[src/rtl/load_store_unit_pkg.sv]
// Shared definitions for the load/store unit: funct3 codes, FSM states, lane sizes
// and the request decode used to steer lane extraction and sub-word merge.
package load_store_unit_pkg;

    localparam int unsigned LSU_ADDR_W = 32;
    localparam int unsigned LSU_DATA_W = 32;
    localparam int unsigned LANE_W     = 8;
    localparam int unsigned HALF_W     = 16;

    localparam logic [2:0] F3_B  = 3'b000;
    localparam logic [2:0] F3_H  = 3'b001;
    localparam logic [2:0] F3_W  = 3'b010;
    localparam logic [2:0] F3_BU = 3'b100;
    localparam logic [2:0] F3_HU = 3'b101;

    typedef enum logic [2:0] {
        ST_IDLE   = 3'd0,
        ST_RD     = 3'd1,
        ST_RMW_RD = 3'd2,
        ST_WR     = 3'd3,
        ST_RESP   = 3'd4
    } lsu_state_t;

    typedef enum logic [1:0] {
        SZ_B = 2'd0,
        SZ_H = 2'd1,
        SZ_W = 2'd2
    } lsu_size_t;

    typedef struct packed {
        lsu_size_t  size;
        logic       sign_ext;
        logic [1:0] offset;
    } lane_ctrl_t;

    // Unsupported encodings fall through to a plain word access.
    function automatic lane_ctrl_t decode_lane_ctrl(input logic       we,
                                                    input logic [2:0] funct3,
                                                    input logic [1:0] offset);
        lane_ctrl_t c;
        c.offset   = offset;
        c.sign_ext = 1'b0;
        c.size     = SZ_W;
        if (we) begin
            case (funct3)
                F3_B:    c.size = SZ_B;
                F3_H:    c.size = SZ_H;
                F3_W:    c.size = SZ_W;
                default: c.size = SZ_W;
            endcase
        end else begin
            case (funct3)
                F3_B:    begin c.size = SZ_B; c.sign_ext = 1'b1; end
                F3_BU:   c.size = SZ_B;
                F3_H:    begin c.size = SZ_H; c.sign_ext = 1'b1; end
                F3_HU:   c.size = SZ_H;
                F3_W:    c.size = SZ_W;
                default: c.size = SZ_W;
            endcase
        end
        return c;
    endfunction

    function automatic logic is_misaligned(input lane_ctrl_t c);
        return ((c.size == SZ_H) && c.offset[0]) ||
               ((c.size == SZ_W) && (c.offset != 2'b00));
    endfunction

endpackage

[src/rtl/load_store_unit_lane_align.sv]
// Combinational lane steering: extracts and extends a byte/halfword from a read word,
// and merges sub-word store data into a read word for read-modify-write.
module load_store_unit_lane_align
    import load_store_unit_pkg::*;
(
    input  logic [1:0]            size,
    input  logic                  sign_ext,
    input  logic [1:0]            offset,
    input  logic [LSU_DATA_W-1:0] rdata,
    input  logic [LSU_DATA_W-1:0] wdata,
    output logic [LSU_DATA_W-1:0] load_word_c,
    output logic [LSU_DATA_W-1:0] store_word_c
);

    lsu_size_t         sz;
    logic [LANE_W-1:0] byte_v;
    logic [HALF_W-1:0] half_v;

    assign sz = lsu_size_t'(size);

    always_comb begin
        byte_v       = rdata[7:0];
        half_v       = offset[1] ? rdata[31:16] : rdata[15:0];
        load_word_c  = rdata;
        store_word_c = wdata;

        case (offset)
            2'd0:    byte_v = rdata[7:0];
            2'd1:    byte_v = rdata[15:8];
            2'd2:    byte_v = rdata[23:16];
            default: byte_v = rdata[31:24];
        endcase

        case (sz)
            SZ_B: begin
                load_word_c  = {{(LSU_DATA_W - LANE_W){sign_ext & byte_v[LANE_W-1]}}, byte_v};
                store_word_c = rdata;
                case (offset)
                    2'd0:    store_word_c[7:0]   = wdata[7:0];
                    2'd1:    store_word_c[15:8]  = wdata[7:0];
                    2'd2:    store_word_c[23:16] = wdata[7:0];
                    default: store_word_c[31:24] = wdata[7:0];
                endcase
            end
            SZ_H: begin
                load_word_c  = {{(LSU_DATA_W - HALF_W){sign_ext & half_v[HALF_W-1]}}, half_v};
                store_word_c = rdata;
                if (offset[1]) begin
                    store_word_c[31:16] = wdata[15:0];
                end else begin
                    store_word_c[15:0] = wdata[15:0];
                end
            end
            default: begin
                load_word_c  = rdata;
                store_word_c = wdata;
            end
        endcase
    end

endmodule

[src/rtl/load_store_unit.sv]
// Load/store unit: MEM-stage initiator for a word-wide data memory with sub-word
// loads/stores (RMW) and variable-latency ack. Optional macro: LSU_MISALIGN_TRAP_EN.
module load_store_unit
    import load_store_unit_pkg::*;
#(
    parameter int unsigned ADDR_W = LSU_ADDR_W,
    parameter int unsigned DATA_W = LSU_DATA_W
) (
    input  logic              clk_i,
    input  logic              rst_i,
    input  logic              req_valid_i,
    output logic              req_ready_o,
    input  logic              req_we_i,
    input  logic [2:0]        req_funct3_i,
    input  logic [ADDR_W-1:0] req_addr_i,
    input  logic [DATA_W-1:0] req_wdata_i,
    output logic              resp_valid_o,
    output logic [DATA_W-1:0] resp_data_o,
    output logic              resp_err_o,
    output logic              busy_o,
    output logic              mem_re_o,
    output logic              mem_we_o,
    output logic [ADDR_W-1:0] mem_addr_o,
    output logic [DATA_W-1:0] mem_wdata_o,
    input  logic [DATA_W-1:0] mem_rdata_i,
    input  logic              mem_ack_i
);

    lsu_state_t        state_q, state_d;
    lane_ctrl_t        ctrl_q, ctrl_d;
    logic [DATA_W-1:0] st_data_q, st_data_d;
    logic [ADDR_W-1:0] mem_addr_q, mem_addr_d;
    logic [DATA_W-1:0] mem_wdata_q, mem_wdata_d;
    logic              mem_re_q, mem_re_d;
    logic              mem_we_q, mem_we_d;
    logic              resp_valid_q, resp_valid_d;
    logic              resp_err_q, resp_err_d;
    logic [DATA_W-1:0] resp_data_q, resp_data_d;
    logic              ready_q, ready_d;
    logic              busy_q, busy_d;

    lane_ctrl_t        req_ctrl_c;
    logic              misalign_c;
    logic [DATA_W-1:0] load_word_c;
    logic [DATA_W-1:0] store_word_c;

    assign req_ctrl_c = decode_lane_ctrl(req_we_i, req_funct3_i, req_addr_i[1:0]);

`ifdef LSU_MISALIGN_TRAP_EN
    assign misalign_c = is_misaligned(req_ctrl_c);
`else
    assign misalign_c = 1'b0;
`endif

    load_store_unit_lane_align u_lane_align (
        .size         (ctrl_q.size),
        .sign_ext     (ctrl_q.sign_ext),
        .offset       (ctrl_q.offset),
        .rdata        (mem_rdata_i),
        .wdata        (st_data_q),
        .load_word_c  (load_word_c),
        .store_word_c (store_word_c)
    );

    // Next-state and next-output logic; strobes are derived from the state being entered.
    always_comb begin
        state_d      = state_q;
        ctrl_d       = ctrl_q;
        st_data_d    = st_data_q;
        mem_addr_d   = mem_addr_q;
        mem_wdata_d  = mem_wdata_q;
        mem_re_d     = 1'b0;
        mem_we_d     = 1'b0;
        resp_valid_d = 1'b0;
        resp_err_d   = 1'b0;
        resp_data_d  = resp_data_q;

        case (state_q)
            ST_IDLE: begin
                if (req_valid_i && ready_q) begin
                    ctrl_d     = req_ctrl_c;
                    st_data_d  = req_wdata_i;
                    mem_addr_d = {req_addr_i[ADDR_W-1:2], 2'b00};
                    if (misalign_c) begin
                        state_d      = ST_RESP;
                        resp_valid_d = 1'b1;
                        resp_err_d   = 1'b1;
                        resp_data_d  = '0;
                    end else if (!req_we_i) begin
                        state_d  = ST_RD;
                        mem_re_d = 1'b1;
                    end else if (req_ctrl_c.size == SZ_W) begin
                        state_d     = ST_WR;
                        mem_we_d    = 1'b1;
                        mem_wdata_d = req_wdata_i;
                    end else begin
                        state_d  = ST_RMW_RD;
                        mem_re_d = 1'b1;
                    end
                end
            end
            ST_RD: begin
                if (mem_ack_i) begin
                    state_d      = ST_RESP;
                    resp_valid_d = 1'b1;
                    resp_data_d  = load_word_c;
                end else begin
                    mem_re_d = 1'b1;
                end
            end
            ST_RMW_RD: begin
                if (mem_ack_i) begin
                    state_d     = ST_WR;
                    mem_we_d    = 1'b1;
                    mem_wdata_d = store_word_c;
                end else begin
                    mem_re_d = 1'b1;
                end
            end
            ST_WR: begin
                if (mem_ack_i) begin
                    state_d      = ST_RESP;
                    resp_valid_d = 1'b1;
                    resp_data_d  = '0;
                end else begin
                    mem_we_d = 1'b1;
                end
            end
            ST_RESP: begin
                state_d = ST_IDLE;
            end
            default: begin
                state_d = ST_IDLE;
            end
        endcase

        ready_d = (state_d == ST_IDLE);
        busy_d  = (state_d != ST_IDLE);
    end

    // Reset abandons any in-flight access and drops the strobes immediately.
    always_ff @(posedge clk_i or negedge rst_i) begin
        if (!rst_i) begin
            state_q      <= ST_IDLE;
            ctrl_q       <= '0;
            st_data_q    <= '0;
            mem_addr_q   <= '0;
            mem_wdata_q  <= '0;
            mem_re_q     <= 1'b0;
            mem_we_q     <= 1'b0;
            resp_valid_q <= 1'b0;
            resp_err_q   <= 1'b0;
            resp_data_q  <= '0;
            ready_q      <= 1'b0;
            busy_q       <= 1'b0;
        end else begin
            state_q      <= state_d;
            ctrl_q       <= ctrl_d;
            st_data_q    <= st_data_d;
            mem_addr_q   <= mem_addr_d;
            mem_wdata_q  <= mem_wdata_d;
            mem_re_q     <= mem_re_d;
            mem_we_q     <= mem_we_d;
            resp_valid_q <= resp_valid_d;
            resp_err_q   <= resp_err_d;
            resp_data_q  <= resp_data_d;
            ready_q      <= ready_d;
            busy_q       <= busy_d;
        end
    end

    assign req_ready_o  = ready_q;
    assign resp_valid_o = resp_valid_q;
    assign resp_data_o  = resp_data_q;
    assign resp_err_o   = resp_err_q;
    assign busy_o       = busy_q;
    assign mem_re_o     = mem_re_q;
    assign mem_we_o     = mem_we_q;
    assign mem_addr_o   = mem_addr_q;
    assign mem_wdata_o  = mem_wdata_q;

endmodule

[config.mk]
export PLATFORM = sky130hd
export DESIGN_NAME = load_store_unit
export DESIGN_NICKNAME = d
export VERILOG_FILES = /design/src/rtl/load_store_unit_pkg.sv /design/src/rtl/load_store_unit_lane_align.sv /design/src/rtl/load_store_unit.sv
export SDC_FILE = /design/constraint.sdc
export NUM_CORES = 1
export LEC_CHECK = 0
export ABC_AREA = 1
export BUFFER_PORTS_ARGS = -buffer_cell sky130_fd_sc_hd__buf_2
export CAP_MARGIN = 20
export CELL_PAD_IN_SITES_DETAIL_PLACEMENT = 1
export CELL_PAD_IN_SITES_GLOBAL_PLACEMENT = 2
export CORE_AREA = 4 4 181 183
export DETAILED_ROUTE_END_ITERATION = 6
export DIE_AREA = 0 0 185 187
export PLACE_DENSITY_LB_ADDON = 0.1
export SYNTH_ARGS = -nofsm -noshare
export SYNTH_HDL_FRONTEND = slang
export SYNTH_HIERARCHICAL = 1
export SYNTH_SLANG_ARGS = --single-unit
[constraint.sdc]
create_clock -name clk_i -period 2.9 [get_ports clk_i]
set_clock_uncertainty 0.2 [all_clocks]
set_input_delay 0.435 -clock clk_i [delete_from_list [all_inputs] [get_ports clk_i]]
set_output_delay 0.435 -clock clk_i [all_outputs]
set_load 0.05 [all_outputs]
==> flow_summary.toml <==
[layout]
layout.nets = 1384
area_growth_pct = 28.8
fillers = 3938
design_area_um2 = 9930
drive_gt1_share_pct = 23.3
final_util_pct = 31.8

[floorplan]
start_util_pct = 24.7
io_pins = 206
chipWidth_um = 185
die_area_um2 = 34600
fp.coreArea_um2 = 31200
rows = 65
die_h_um = 187

[power_and_ir_drop]
switchingPower_uw = 6770
clkPwrFrac_pct = 18.7
peakVddDrop_mv = 0.433
seqPwrFrac_pct = 27.2
comb_power_share_pct = 54.0
power_density_nw_per_um2 = 1270
report.power.total_uw = 12600
swShare_pct = 53.6
p_leak_uw = 0.00561
p_int_uw = 5860

[critical_path]
cpPeakStageDelay_ns = 0.62
crit_top_cell = "nand2_1"
critical-path-top-delay-family = "simple AND/OR/NAND/NOR gates"
worst-setup-path-type = "reg2reg"
critPathBufInv = 1
critical_path_peak_fanout = 24
critPathSlowestCell = "dfrtp_1"
crit_arrival_ns = 2.43
worstPathRequired_ns = 3.07
start_kind = "flop"
end_kind = "flop"
path_cells = "buf_4 > nand2_1 > nand2_1 > nand2_1 > nand2_2 > nand3_4 > nand3_1 > nand3_1 > nand2_1"

[route]
wl_um = 31100
drc_errors = 0
vias = 7766
wl_per_cell_um = 18.4
post_drt_via_cell_ratio = 4.58
postRouteAntennaNets = 0
dr.pass1.iters = 4
drtIter0Drc = 376

[logic_synthesis]
synth_warnings = 6
synthAdderAreaFrac_pct = 0
synth_compound_gate_area_share_pct = 6.07
yosys.area_share.simple_pct = 41.8
synth_cell_type_count = 28
synth-xor-area-share_pct = 0
synth-main-ff-cell = "dfrtp_1"
ys_seq_elements = 139
avgSynthCellArea_um2 = 7.13
synthMuxAreaShare_pct = 0
synth_top_family_by_area = "simple AND/OR/NAND/NOR gates"
synth_edf_count = 0
synth-async-reset-ratio_pct = 100
synthCells = 1081
netlist_area_um2 = 7710
seq_area_frac_synth_pct = 45.1

[global_route]
grt_usage_pct = 18.3
antenna_found_initial = 6
grt_pass1_vias = 8340
grt.overflow.total = 0
grt_max_degree = 69
grt_pass1_wl_um = 49900

[placed_design]
placed_cell_area_um2 = 9060
port_buffers = 202
routabilityCongestion = 0.797
hpwl_um = 22600

[flow_run]
drv_cap = 0

[sta]
max_slew_margin_pct = 49.0
clock.fmax_mhz = 442
finalHoldViolCount = 0
period_minus_slack_ns = 2.26
finalSetupViolations = 0
fin_crit_sh_pct = 78.1
finalMaxSlewViolations = 0
rsz0062_at_grt = "false"
tightest_slew_ns = 0.765
fin_tns_setup_ns = 0

[run_status]
status = "complete, no violations"

[clock_network]
cts_setup_buffers = 0
clkTransAtPathRegs_ns = 0.07
clockBufferDepth = 2
ctsResizeCount = 0
cts_tree = "done"
h-tree-depth = 4
hold_buffers = 26
cts.sinks = 139
cts_made_buffers = 17
clk_latency_ns = 0.43
root_buffer = "clkbuf_16"

[worst_hold_path]
hold_class = "in2reg"
## kinds of logic after synthesis
kind of cell | after synthesis
AO/OA/AOI/OAI | 84
buffers and inverters | 111
flip-flops | 139
other | 1
AND/OR/NAND/NOR | 746
## cells in the final DEF (no fill, tap or decap), types with 3 or more instances in the layout
cell type and instances:
clkinvlp_4 4, conb_1 3, inv_6 4, bufinv_16 3
nor3_1 7, nor2_2 4, nand3_1 149, dfrtp_1 139
nand2_1 521, clkbuf_16 17, nor2_1 32, buf_4 16
o211ai_1 13, inv_1 29, inv_2 9, buf_2 201
nor2_4 4, a21oi_1 37, nand2_2 3, nand3_2 21
buf_12 4, o21ai_0 32, dlygate4sd3_1 26
## stage by stage
stage	setup WS (ns)	hold WS [ns]	instances
2_1_floorplan	1.09	-0.0606	1083
3_3_place_gp	0.675	0.249	1637
3_5_place_dp	0.635	0.248	1637
4_1_cts	0.618	0.00290	1695
5_1_grt	0.427	0.0233	1695
6_report	0.636	0.0144	1696
## worst paths after layout
check | from | end | slack (ns) | cells after the start
worst max register to register | ctrl_q[1] | resp_data_o[30] | 0.64 | 9
worst max-delay path | ctrl_q[1] | resp_data_o[30] | 0.64 | 9
max in group asynchronous | rst_i | mem_addr_o[16] | 1.45 | 3
worst min register to register | mem_addr_o[28] | mem_addr_o[28] | 0.27 | 2
min in group asynchronous | rst_i | resp_data_o[21] | 0.34 | 2
worst min-delay path | req_addr_i[30] | mem_addr_o[30] | 0.01 | 3
## power groups by stage
| stage | sequential (µW) | clock (µW) | combinational (µW) |
|---|---|---|---|
| 2_1_floorplan | 5290 | 0 | 3150 |
| 3_3_place_gp | 3470 | 0 | 6890 |
| 3_5_place_dp | 3480 | 0 | 6920 |
| 4_1_cts | 3460 | 2440 | 6970 |
| 5_1_grt | 3570 | 2520 | 7580 |
| 6_report | 3440 | 2370 | 6820 |
## sequential cells by signal (all words and copies together), names as in the netlist
name / count
mem_addr_o: 30
st_data_q: 32
req_ready_o: 1
resp_valid_o: 1
mem_wdata_o: 32
resp_data_o: 32
mem_we_o: 1
ctrl_q: 5
state_q: 3
mem_re_o: 1
busy_o: 1
## cell type report
type                       count  area, µm²  area share [%]
multi-input combinational    833       3700            37.3
timing repair buffer         248       1480            14.9
tap                          402        503            5.06
sequential                   139       3480            35.0
antenna                        1       2.50          0.0252
clock buffer                  18        429            4.32
inverter                      41        156            1.57
clock inverter                14        184            1.85
## metal layers
| layer | part of all wire (%) | GRT usage [%] | vias to the layer above |
|---|---|---|---|
| met3 | 5.4 | 3.52 | 17 |
| met2 | 47 | 29.6 | 189 |
| li1 | - | - | 3838 |
| met4 | 0.35 | 3.73 | 10 |
| met5 | 0.18 | 0 | - |
| met1 | 48 | 25.5 | 3712 |
## worst min-delay path: cells and delay by family
| family | cells | cell delay [ns] |
|---|---|---|
| buffers and inverters | 1 | 0.07 |
| AND/OR/NAND/NOR | 2 | 0.11 |
## Yosys cell counts (2+ instances only)
master    instances  area [µm²]
nand3_1         149         746
nand2_4           2        22.5
buf_1             9        33.8
o211ai_1         13        97.6
buf_2            28         140
nand2_1         521        1960
nor2_4            4        45.0
inv_1            29         109
nor3_1            7        35.0
nor2_1           32         120
inv_2             9        33.8
clkbuf_1         16        60.1
clkinv_1          2        7.51
nor2_2            4        25.0
nand2_2           3        18.8
buf_6             6        67.6
o21ai_0          32         160
buf_4            11        82.6
a21oi_1          37         185
nand3_2          21         210
dfrtp_1         139        3480
Note: power is estimated with default switching activity, not from simulation.
